### config.mk
export PLATFORM = sky130hd
export DESIGN_NAME = fetch_stage_flat
export DESIGN_NICKNAME = d
export VERILOG_FILES = /design/src/rtl/fetch_stage_pkg.sv /design/src/rtl/fetch_stage_if.sv /design/src/rtl/fetch_stage_pc_reg.sv /design/src/rtl/fetch_stage.sv /design/src/flat_wrapper.sv
export SDC_FILE = /design/constraint.sdc
export NUM_CORES = 1
export LEC_CHECK = 0
export ABC_CLOCK_PERIOD_IN_PS = 2300
export CORE_UTILIZATION = 56
export CTS_CLUSTER_SIZE = 8
export DETAILED_ROUTE_END_ITERATION = 8
export DONT_BUFFER_PORTS = 1
export GPL_TIMING_DRIVEN = 0
export MAX_ROUTING_LAYER = met4
export PLACE_DENSITY = 0.71
export SLEW_MARGIN = 20
export SYNTH_ARGS = -nofsm -noshare
export SYNTH_HDL_FRONTEND = slang
export SYNTH_SLANG_ARGS = --single-unit
### constraint.sdc
create_clock -name clk -period 2.3 [get_ports clk]
set_input_delay 0.46 -clock clk [delete_from_list [all_inputs] [get_ports clk]]
set_output_delay 0.46 -clock clk [all_outputs]
set_load 0.01 [all_outputs]
### src/rtl/fetch_stage_pkg.sv
// Shared types and sizes for the instruction-fetch stage.
// Optional perf counters in fetch_stage are enabled with FETCH_PERF_CNT_EN.
package fetch_stage_pkg;

    localparam int N             = 32;
    localparam int INST_MEM_SIZE = 256;
    localparam int MEM_CELL_SIZE = 8;

    localparam logic [N-1:0] WORD_BYTES    = N'(N / MEM_CELL_SIZE);
    localparam logic [N-1:0] INST_MEM_LAST = N'(INST_MEM_SIZE - (N / MEM_CELL_SIZE));

    typedef enum logic {
        RUN  = 1'b0,
        HALT = 1'b1
    } fetch_state_t;

    typedef struct packed {
        logic         valid;
        logic [N-1:0] instr;
        logic [N-1:0] pc;
        logic [N-1:0] pc4;
    } if_id_t;

    // A fetch is legal only for a word-aligned address that lies fully inside memory.
    function automatic logic fetch_legal(input logic [N-1:0] pc);
        return (pc[1:0] == 2'b00) && (pc <= INST_MEM_LAST);
    endfunction

endpackage

### src/rtl/fetch_stage_if.sv
// Bundle of fetch-stage signals: hazard/redirect inputs, instruction memory port,
// IF/ID outputs, fault report and FSM state for observation.
interface fetch_stage_if;
    import fetch_stage_pkg::*;

    // if_id_valid_o qualifies the IF/ID fields; there is no ready, stall_i is the
    // only back-pressure and holds everything while high.
    logic         stall_i;
    logic         redirect_i;
    logic [N-1:0] redirect_pc_i;
    logic [N-1:0] imem_addr_o;
    logic [N-1:0] imem_instr_i;
    logic         if_id_valid_o;
    logic [N-1:0] if_id_instr_o;
    logic [N-1:0] if_id_pc_o;
    logic [N-1:0] if_id_pc4_o;
    logic         fault_o;
    logic [N-1:0] fault_pc_o;
    fetch_state_t state_o;

    modport master (
        input  stall_i, redirect_i, redirect_pc_i, imem_instr_i,
        output imem_addr_o, if_id_valid_o, if_id_instr_o, if_id_pc_o, if_id_pc4_o,
               fault_o, fault_pc_o, state_o
    );

    modport slave (
        output stall_i, redirect_i, redirect_pc_i, imem_instr_i,
        input  imem_addr_o, if_id_valid_o, if_id_instr_o, if_id_pc_o, if_id_pc4_o,
               fault_o, fault_pc_o, state_o
    );

endinterface

### src/rtl/fetch_stage_pc_reg.sv
// Program counter register with next-PC select and fetch legality check.
module pc_reg
    import fetch_stage_pkg::*;
#(
    parameter logic [N-1:0] RESET_PC = '0
) (
    input  logic         clk,
    input  logic         rst,
    input  logic         halt_i,
    input  logic         stall_i,
    input  logic         redirect_i,
    input  logic [N-1:0] redirect_pc_i,
    output logic [N-1:0] pc_o,
    output logic [N-1:0] pc_plus4_o,
    output logic         legal_o
);

    logic [N-1:0] pc_q;
    logic [N-1:0] pc_d;

    assign pc_o       = pc_q;
    assign pc_plus4_o = pc_q + WORD_BYTES;
    assign legal_o    = fetch_legal(pc_q);

    // Redirect targets are taken unchecked; an illegal target faults once it is the PC.
    always_comb begin
        pc_d = pc_q;
        if (halt_i) begin
            pc_d = pc_q;
        end else if (redirect_i) begin
            pc_d = redirect_pc_i;
        end else if (stall_i || !legal_o) begin
            pc_d = pc_q;
        end else begin
            pc_d = pc_plus4_o;
        end
    end

    always_ff @(posedge clk) begin
        if (rst) begin
            pc_q <= RESET_PC;
        end else begin
            pc_q <= pc_d;
        end
    end

endmodule

### src/rtl/fetch_stage.sv
// Instruction-fetch stage: RUN/HALT FSM, IF/ID pipeline register and fault capture.
// Define FETCH_PERF_CNT_EN to add saturating fetch/bubble counters.
module fetch_stage
    import fetch_stage_pkg::*;
#(
    parameter logic [N-1:0] RESET_PC = '0
) (
    input  logic              clk,
    input  logic              rst,
    fetch_stage_if.master     bus
`ifdef FETCH_PERF_CNT_EN
    ,
    output logic [31:0]       fetch_cnt_o,
    output logic [31:0]       bubble_cnt_o
`endif
);

    fetch_state_t state_q, state_d;
    if_id_t       if_id_q, if_id_d;
    logic         fault_q, fault_d;
    logic [N-1:0] fault_pc_q, fault_pc_d;

    logic [N-1:0] pc;
    logic [N-1:0] pc_plus4;
    logic         legal;
    logic         load;
    logic         bubble;

    pc_reg #(.RESET_PC(RESET_PC)) u_pc_reg (
        .clk           (clk),
        .rst           (rst),
        .halt_i        (state_q == HALT),
        .stall_i       (bus.stall_i),
        .redirect_i    (bus.redirect_i),
        .redirect_pc_i (bus.redirect_pc_i),
        .pc_o          (pc),
        .pc_plus4_o    (pc_plus4),
        .legal_o       (legal)
    );

    // In HALT everything holds; redirect beats stall, stall beats the legality check.
    always_comb begin
        state_d    = state_q;
        if_id_d    = if_id_q;
        fault_d    = fault_q;
        fault_pc_d = fault_pc_q;
        load       = 1'b0;
        bubble     = 1'b0;
        if (state_q == RUN) begin
            if (bus.redirect_i) begin
                if_id_d.valid = 1'b0;
                bubble        = 1'b1;
            end else if (bus.stall_i) begin
                bubble = 1'b1;
            end else if (!legal) begin
                state_d       = HALT;
                fault_d       = 1'b1;
                fault_pc_d    = pc;
                if_id_d.valid = 1'b0;
                bubble        = 1'b1;
            end else begin
                if_id_d.valid = 1'b1;
                if_id_d.instr = bus.imem_instr_i;
                if_id_d.pc    = pc;
                if_id_d.pc4   = pc_plus4;
                load          = 1'b1;
            end
        end
    end

    always_ff @(posedge clk) begin
        if (rst) begin
            state_q    <= RUN;
            if_id_q    <= '0;
            fault_q    <= 1'b0;
            fault_pc_q <= '0;
        end else begin
            state_q    <= state_d;
            if_id_q    <= if_id_d;
            fault_q    <= fault_d;
            fault_pc_q <= fault_pc_d;
        end
    end

    assign bus.imem_addr_o   = pc;
    assign bus.if_id_valid_o = if_id_q.valid;
    assign bus.if_id_instr_o = if_id_q.instr;
    assign bus.if_id_pc_o    = if_id_q.pc;
    assign bus.if_id_pc4_o   = if_id_q.pc4;
    assign bus.fault_o       = fault_q;
    assign bus.fault_pc_o    = fault_pc_q;
    assign bus.state_o       = state_q;

`ifdef FETCH_PERF_CNT_EN
    logic [31:0] fetch_cnt_q, fetch_cnt_d;
    logic [31:0] bubble_cnt_q, bubble_cnt_d;

    always_comb begin
        fetch_cnt_d  = fetch_cnt_q;
        bubble_cnt_d = bubble_cnt_q;
        if (load && (fetch_cnt_q != '1)) begin
            fetch_cnt_d = fetch_cnt_q + 32'd1;
        end
        if (bubble && (bubble_cnt_q != '1)) begin
            bubble_cnt_d = bubble_cnt_q + 32'd1;
        end
    end

    always_ff @(posedge clk) begin
        if (rst) begin
            fetch_cnt_q  <= '0;
            bubble_cnt_q <= '0;
        end else begin
            fetch_cnt_q  <= fetch_cnt_d;
            bubble_cnt_q <= bubble_cnt_d;
        end
    end

    assign fetch_cnt_o  = fetch_cnt_q;
    assign bubble_cnt_o = bubble_cnt_q;
`else
    logic unused_load_bubble;
    assign unused_load_bubble = load ^ bubble;
`endif

endmodule

### src/flat_wrapper.sv
// flat-port wrapper written by rule: the top's interface ports become plain ports
module fetch_stage_flat import fetch_stage_pkg::*;
#(
    parameter logic [N-1:0] RESET_PC = '0
)
  (clk, rst, bus_stall_i, bus_redirect_i, bus_redirect_pc_i, bus_imem_instr_i, bus_imem_addr_o, bus_if_id_valid_o, bus_if_id_instr_o, bus_if_id_pc_o, bus_if_id_pc4_o, bus_fault_o, bus_fault_pc_o, bus_state_o);
  fetch_stage_if bus_i ();
  input  logic clk;
  input  logic rst;
  input wire logic [$bits(bus_i.stall_i)-1:0] bus_stall_i;
  input wire logic [$bits(bus_i.redirect_i)-1:0] bus_redirect_i;
  input wire logic [$bits(bus_i.redirect_pc_i)-1:0] bus_redirect_pc_i;
  input wire logic [$bits(bus_i.imem_instr_i)-1:0] bus_imem_instr_i;
  output wire logic [$bits(bus_i.imem_addr_o)-1:0] bus_imem_addr_o;
  output wire logic [$bits(bus_i.if_id_valid_o)-1:0] bus_if_id_valid_o;
  output wire logic [$bits(bus_i.if_id_instr_o)-1:0] bus_if_id_instr_o;
  output wire logic [$bits(bus_i.if_id_pc_o)-1:0] bus_if_id_pc_o;
  output wire logic [$bits(bus_i.if_id_pc4_o)-1:0] bus_if_id_pc4_o;
  output wire logic [$bits(bus_i.fault_o)-1:0] bus_fault_o;
  output wire logic [$bits(bus_i.fault_pc_o)-1:0] bus_fault_pc_o;
  output wire logic [$bits(bus_i.state_o)-1:0] bus_state_o;
  assign bus_i.stall_i = bus_stall_i;
  assign bus_i.redirect_i = bus_redirect_i;
  assign bus_i.redirect_pc_i = bus_redirect_pc_i;
  assign bus_i.imem_instr_i = bus_imem_instr_i;
  assign bus_imem_addr_o = bus_i.imem_addr_o;
  assign bus_if_id_valid_o = bus_i.if_id_valid_o;
  assign bus_if_id_instr_o = bus_i.if_id_instr_o;
  assign bus_if_id_pc_o = bus_i.if_id_pc_o;
  assign bus_if_id_pc4_o = bus_i.if_id_pc4_o;
  assign bus_fault_o = bus_i.fault_o;
  assign bus_fault_pc_o = bus_i.fault_pc_o;
  assign bus_state_o = bus_i.state_o;
  fetch_stage #(.RESET_PC(RESET_PC)) u_core (.clk(clk), .rst(rst), .bus(bus_i));
endmodule
==> impl_metrics.json <==
{
  "outcome": "completed",
  "slew_headroom_pct": 62.9,
  "end_kind": "flop",
  "hold_path.class": "in2reg",
  "yosysSeqAreaShare_pct": 56.9,
  "min_period_ns": 2.18,
  "setup_slack_ns": 0.125,
  "vdd.ir_drop.worst_mv": 0.474,
  "fin_nets": 645,
  "final_common_cell": "dfxtp_1",
  "diodes": 0,
  "layout_common_cells": "dfxtp_1, nor2_1, mux2i_1",
  "timing.rr.start": "u_core.u_pc_reg.pc_o[25]",
  "ys_ff_latch": 161,
  "max_freq_mhz": 460,
  "gp_congestion": 0.767,
  "rows": 36,
  "yosysWarnings": 0,
  "min_from": "bus_imem_instr_i[22]",
  "arrival_ns": 2.58,
  "antenna_left": 0,
  "overflow": 0,
  "cts_hold_buf": 0,
  "dp_slack_ns": -0.171,
  "htreeDepth": 4,
  "clock_skew_ns": 0.0106,
  "final_max_slew_viol_count": 0,
  "layout.cells.non_filler": 722,
  "clkLatencyLatePin_ns": 0.53,
  "numCtsBuffers": 17,
  "p_per_area_nw_per_um2": 958,
  "grt_pass1_vias": 3904,
  "timing.final.crit_share_pct": 94.6,
  "cp_max_fo": 10,
  "rsz0062_at_grt": "no",
  "root_buffer": "clkbuf_8",
  "grt_max_degree": 17,
  "vias": 3976,
  "finalSetupViolations": 0,
  "routed_wl_um": 13500,
  "synth.cell_area_um2": 5660,
  "r2r_end": "u_core.bus.if_id_instr_o[2]",
  "cts.sinks": 161,
  "dieWidth_um": 103,
  "cts_tree": "built",
  "drv_cap": 0,
  "syn2layout_area_growth_pct": 15.6,
  "syn_nets": 621,
  "viasPerCell": 5.51,
  "dr.pass1.iters": 5,
  "drcViolationCount": 0,
  "leakage_nw": 2.61,
  "synth_cell_types": 33,
  "cp.required_ns": 2.70,
  "syn_inst": 552,
  "io_pins": 231,
  "crit_path_start": "u_core.u_pc_reg.pc_o[25]",
  "worst-setup-path-type": "reg2reg",
  "critPathCapture": "u_core.bus.if_id_instr_o[2]",
  "start_util_pct": 57.9,
  "r2r_setup_slack_ns": 0.12,
  "placed_cells": 685,
  "dieArea_um2": 10500,
  "worstMarginPinSlew_ns": 0.556,
  "path_clk_slew_ns": 0.06,
  "crit_path_start_kind": "flop",
  "fp.dieH_um": 103,
  "reg2regPathDepth": 6,
  "hold_violations": 0,
  "antenna_found_initial": 0,
  "layout-drive-gt1-share_pct": 10.9,
  "avgSynthCellArea_um2": 10.3,
  "dp_hpwl_um": 9640,
  "grt_pass1_wl_um": 19700,
  "fp.coreArea_um2": 9770,
  "port_buffers": 0,
  "clockBufferDepth": 2,
  "drtIter0Drc": 146,
  "wl_per_cell_um": 18.7,
  "grt_use_total_pct": 26.0
}
## per-layer routing
metal | vias up | part of all wire, % | GRT usage [%]
li1 | 1892 | - | -
met1 | 1874 | 40 | 28.5
met5 | - | 0 | -
met2 | 181 | 48 | 40.6
met3 | 29 | 10 | 11.3
met4 | 0 | 2.4 | 12.5
## metrics by stage
stage / instance area (um^2) / hold WS (ns) / utilization [%] / power, mW / setup TNS, ns
5_1_grt: 6540 / 0.0706 / 66.9 / 6.47 / 0
3_5_place_dp: 5830 / 0.510 / 59.6 / 3.43 / -2.30
4_1_cts: 6460 / 0.0620 / 66.1 / 6.29 / 0
2_1_floorplan: 5660 / 0.470 / - / 3.32 / 0
6_report: 6540 / 0.0804 / 66.9 / 6.27 / 0
3_3_place_gp: 5830 / 0.503 / 59.6 / 3.42 / -1.10
## cells in the mapped netlist
library cell | count | share of area, %
buf_4 | 5 | 0.66
nand2_1 | 35 | 2.3
xor2_1 | 2 | 0.31
nor3_2 | 1 | 0.18
clkbuf_1 | 26 | 1.7
nand4_4 | 1 | 0.38
nor4_1 | 3 | 0.33
ha_1 | 1 | 0.22
or4_1 | 1 | 0.13
o21a_1 | 1 | 0.13
nor2_1 | 86 | 5.7
a211oi_1 | 6 | 0.80
dfxtp_1 | 161 | 57
nand3_1 | 22 | 1.9
inv_1 | 4 | 0.27
and3_1 | 2 | 0.22
o31ai_1 | 1 | 0.13
o21ai_0 | 3 | 0.27
and4_1 | 3 | 0.46
nor4_2 | 1 | 0.22
buf_6 | 4 | 0.80
mux2i_1 | 77 | 14
xnor2_1 | 5 | 0.77
buf_2 | 5 | 0.44
o211ai_1 | 4 | 0.53
nor4_4 | 2 | 0.75
o21ai_2 | 1 | 0.15
a31o_2 | 2 | 0.31
nand4_1 | 3 | 0.33
a21oi_1 | 30 | 2.7
o311ai_4 | 1 | 0.46
and2_1 | 49 | 5.4
nand2b_1 | 4 | 0.44
## cell type report
cell class                      count  area, um^2
Sequential cell                   161        3220
Fill cell                         781        3230
Multi-Input combinational cell    347        2270
Timing Repair Buffer                5        50.0
Inverter                            4        15.0
Tap cell                          133         166
Buffer                             40         210
Clock buffer                       19         432
Clock inverter                     13         175
## worst max-delay path, stage by stage (launching register included)
cell,delay (ns)
dfxtp_1,0.38
nor4_4,0.39
nand4_1,0.22
nor3_4,0.34
buf_2,0.38
mux2i_1,0.26
nor2_1,0.07
## logic make-up after synthesis
group,synth area share [%]
and+or+nand+nor,18.8
adders and majority gates,0.221
muxes,13.6
xor gates and xnor gates,1.08
DFF,56.9
buffers and inverters,3.89
AOI/OAI and AO/OA,5.44
## registers in the layout (all words and copies together), names as in the netlist
name	cells
u_core.bus.if_id_valid_o	1
u_core.bus.if_id_pc4_o	32
u_core.bus.if_id_pc_o	30
u_core.bus.fault_pc_o	32
u_core.bus.if_id_instr_o	32
u_core.u_pc_reg.pc_o	32
u_core.bus.fault_o	1
u_core.bus.state_o	1
## timing repair
item / CTS / global route
buffers inserted: 0 / 5
pin swaps: 1 / 5
gates resized for setup: 4 / 7
gates cloned: 0 / 0
setup endpoints to repair: 49 / 69
## where the power goes
part,internal [mW],switching [mW]
clock network,1.70,1.16
registers,2.86,0.123
logic,0.176,0.256
total,4.74,1.53
## worst min-delay path by stage
stage          slack (ns)                            to  cells after the start
6_report             0.08  u_core.bus.if_id_instr_o[22]                      2
5_1_grt              0.07  u_core.bus.if_id_instr_o[10]                      2
4_1_cts              0.06  u_core.bus.if_id_instr_o[18]                      2
3_5_place_dp         0.51            u_core.bus.fault_o                      2
3_3_place_gp         0.50            u_core.bus.fault_o                      2
2_1_floorplan        0.47            u_core.bus.fault_o                      2
(Power assumes the default switching activity.)
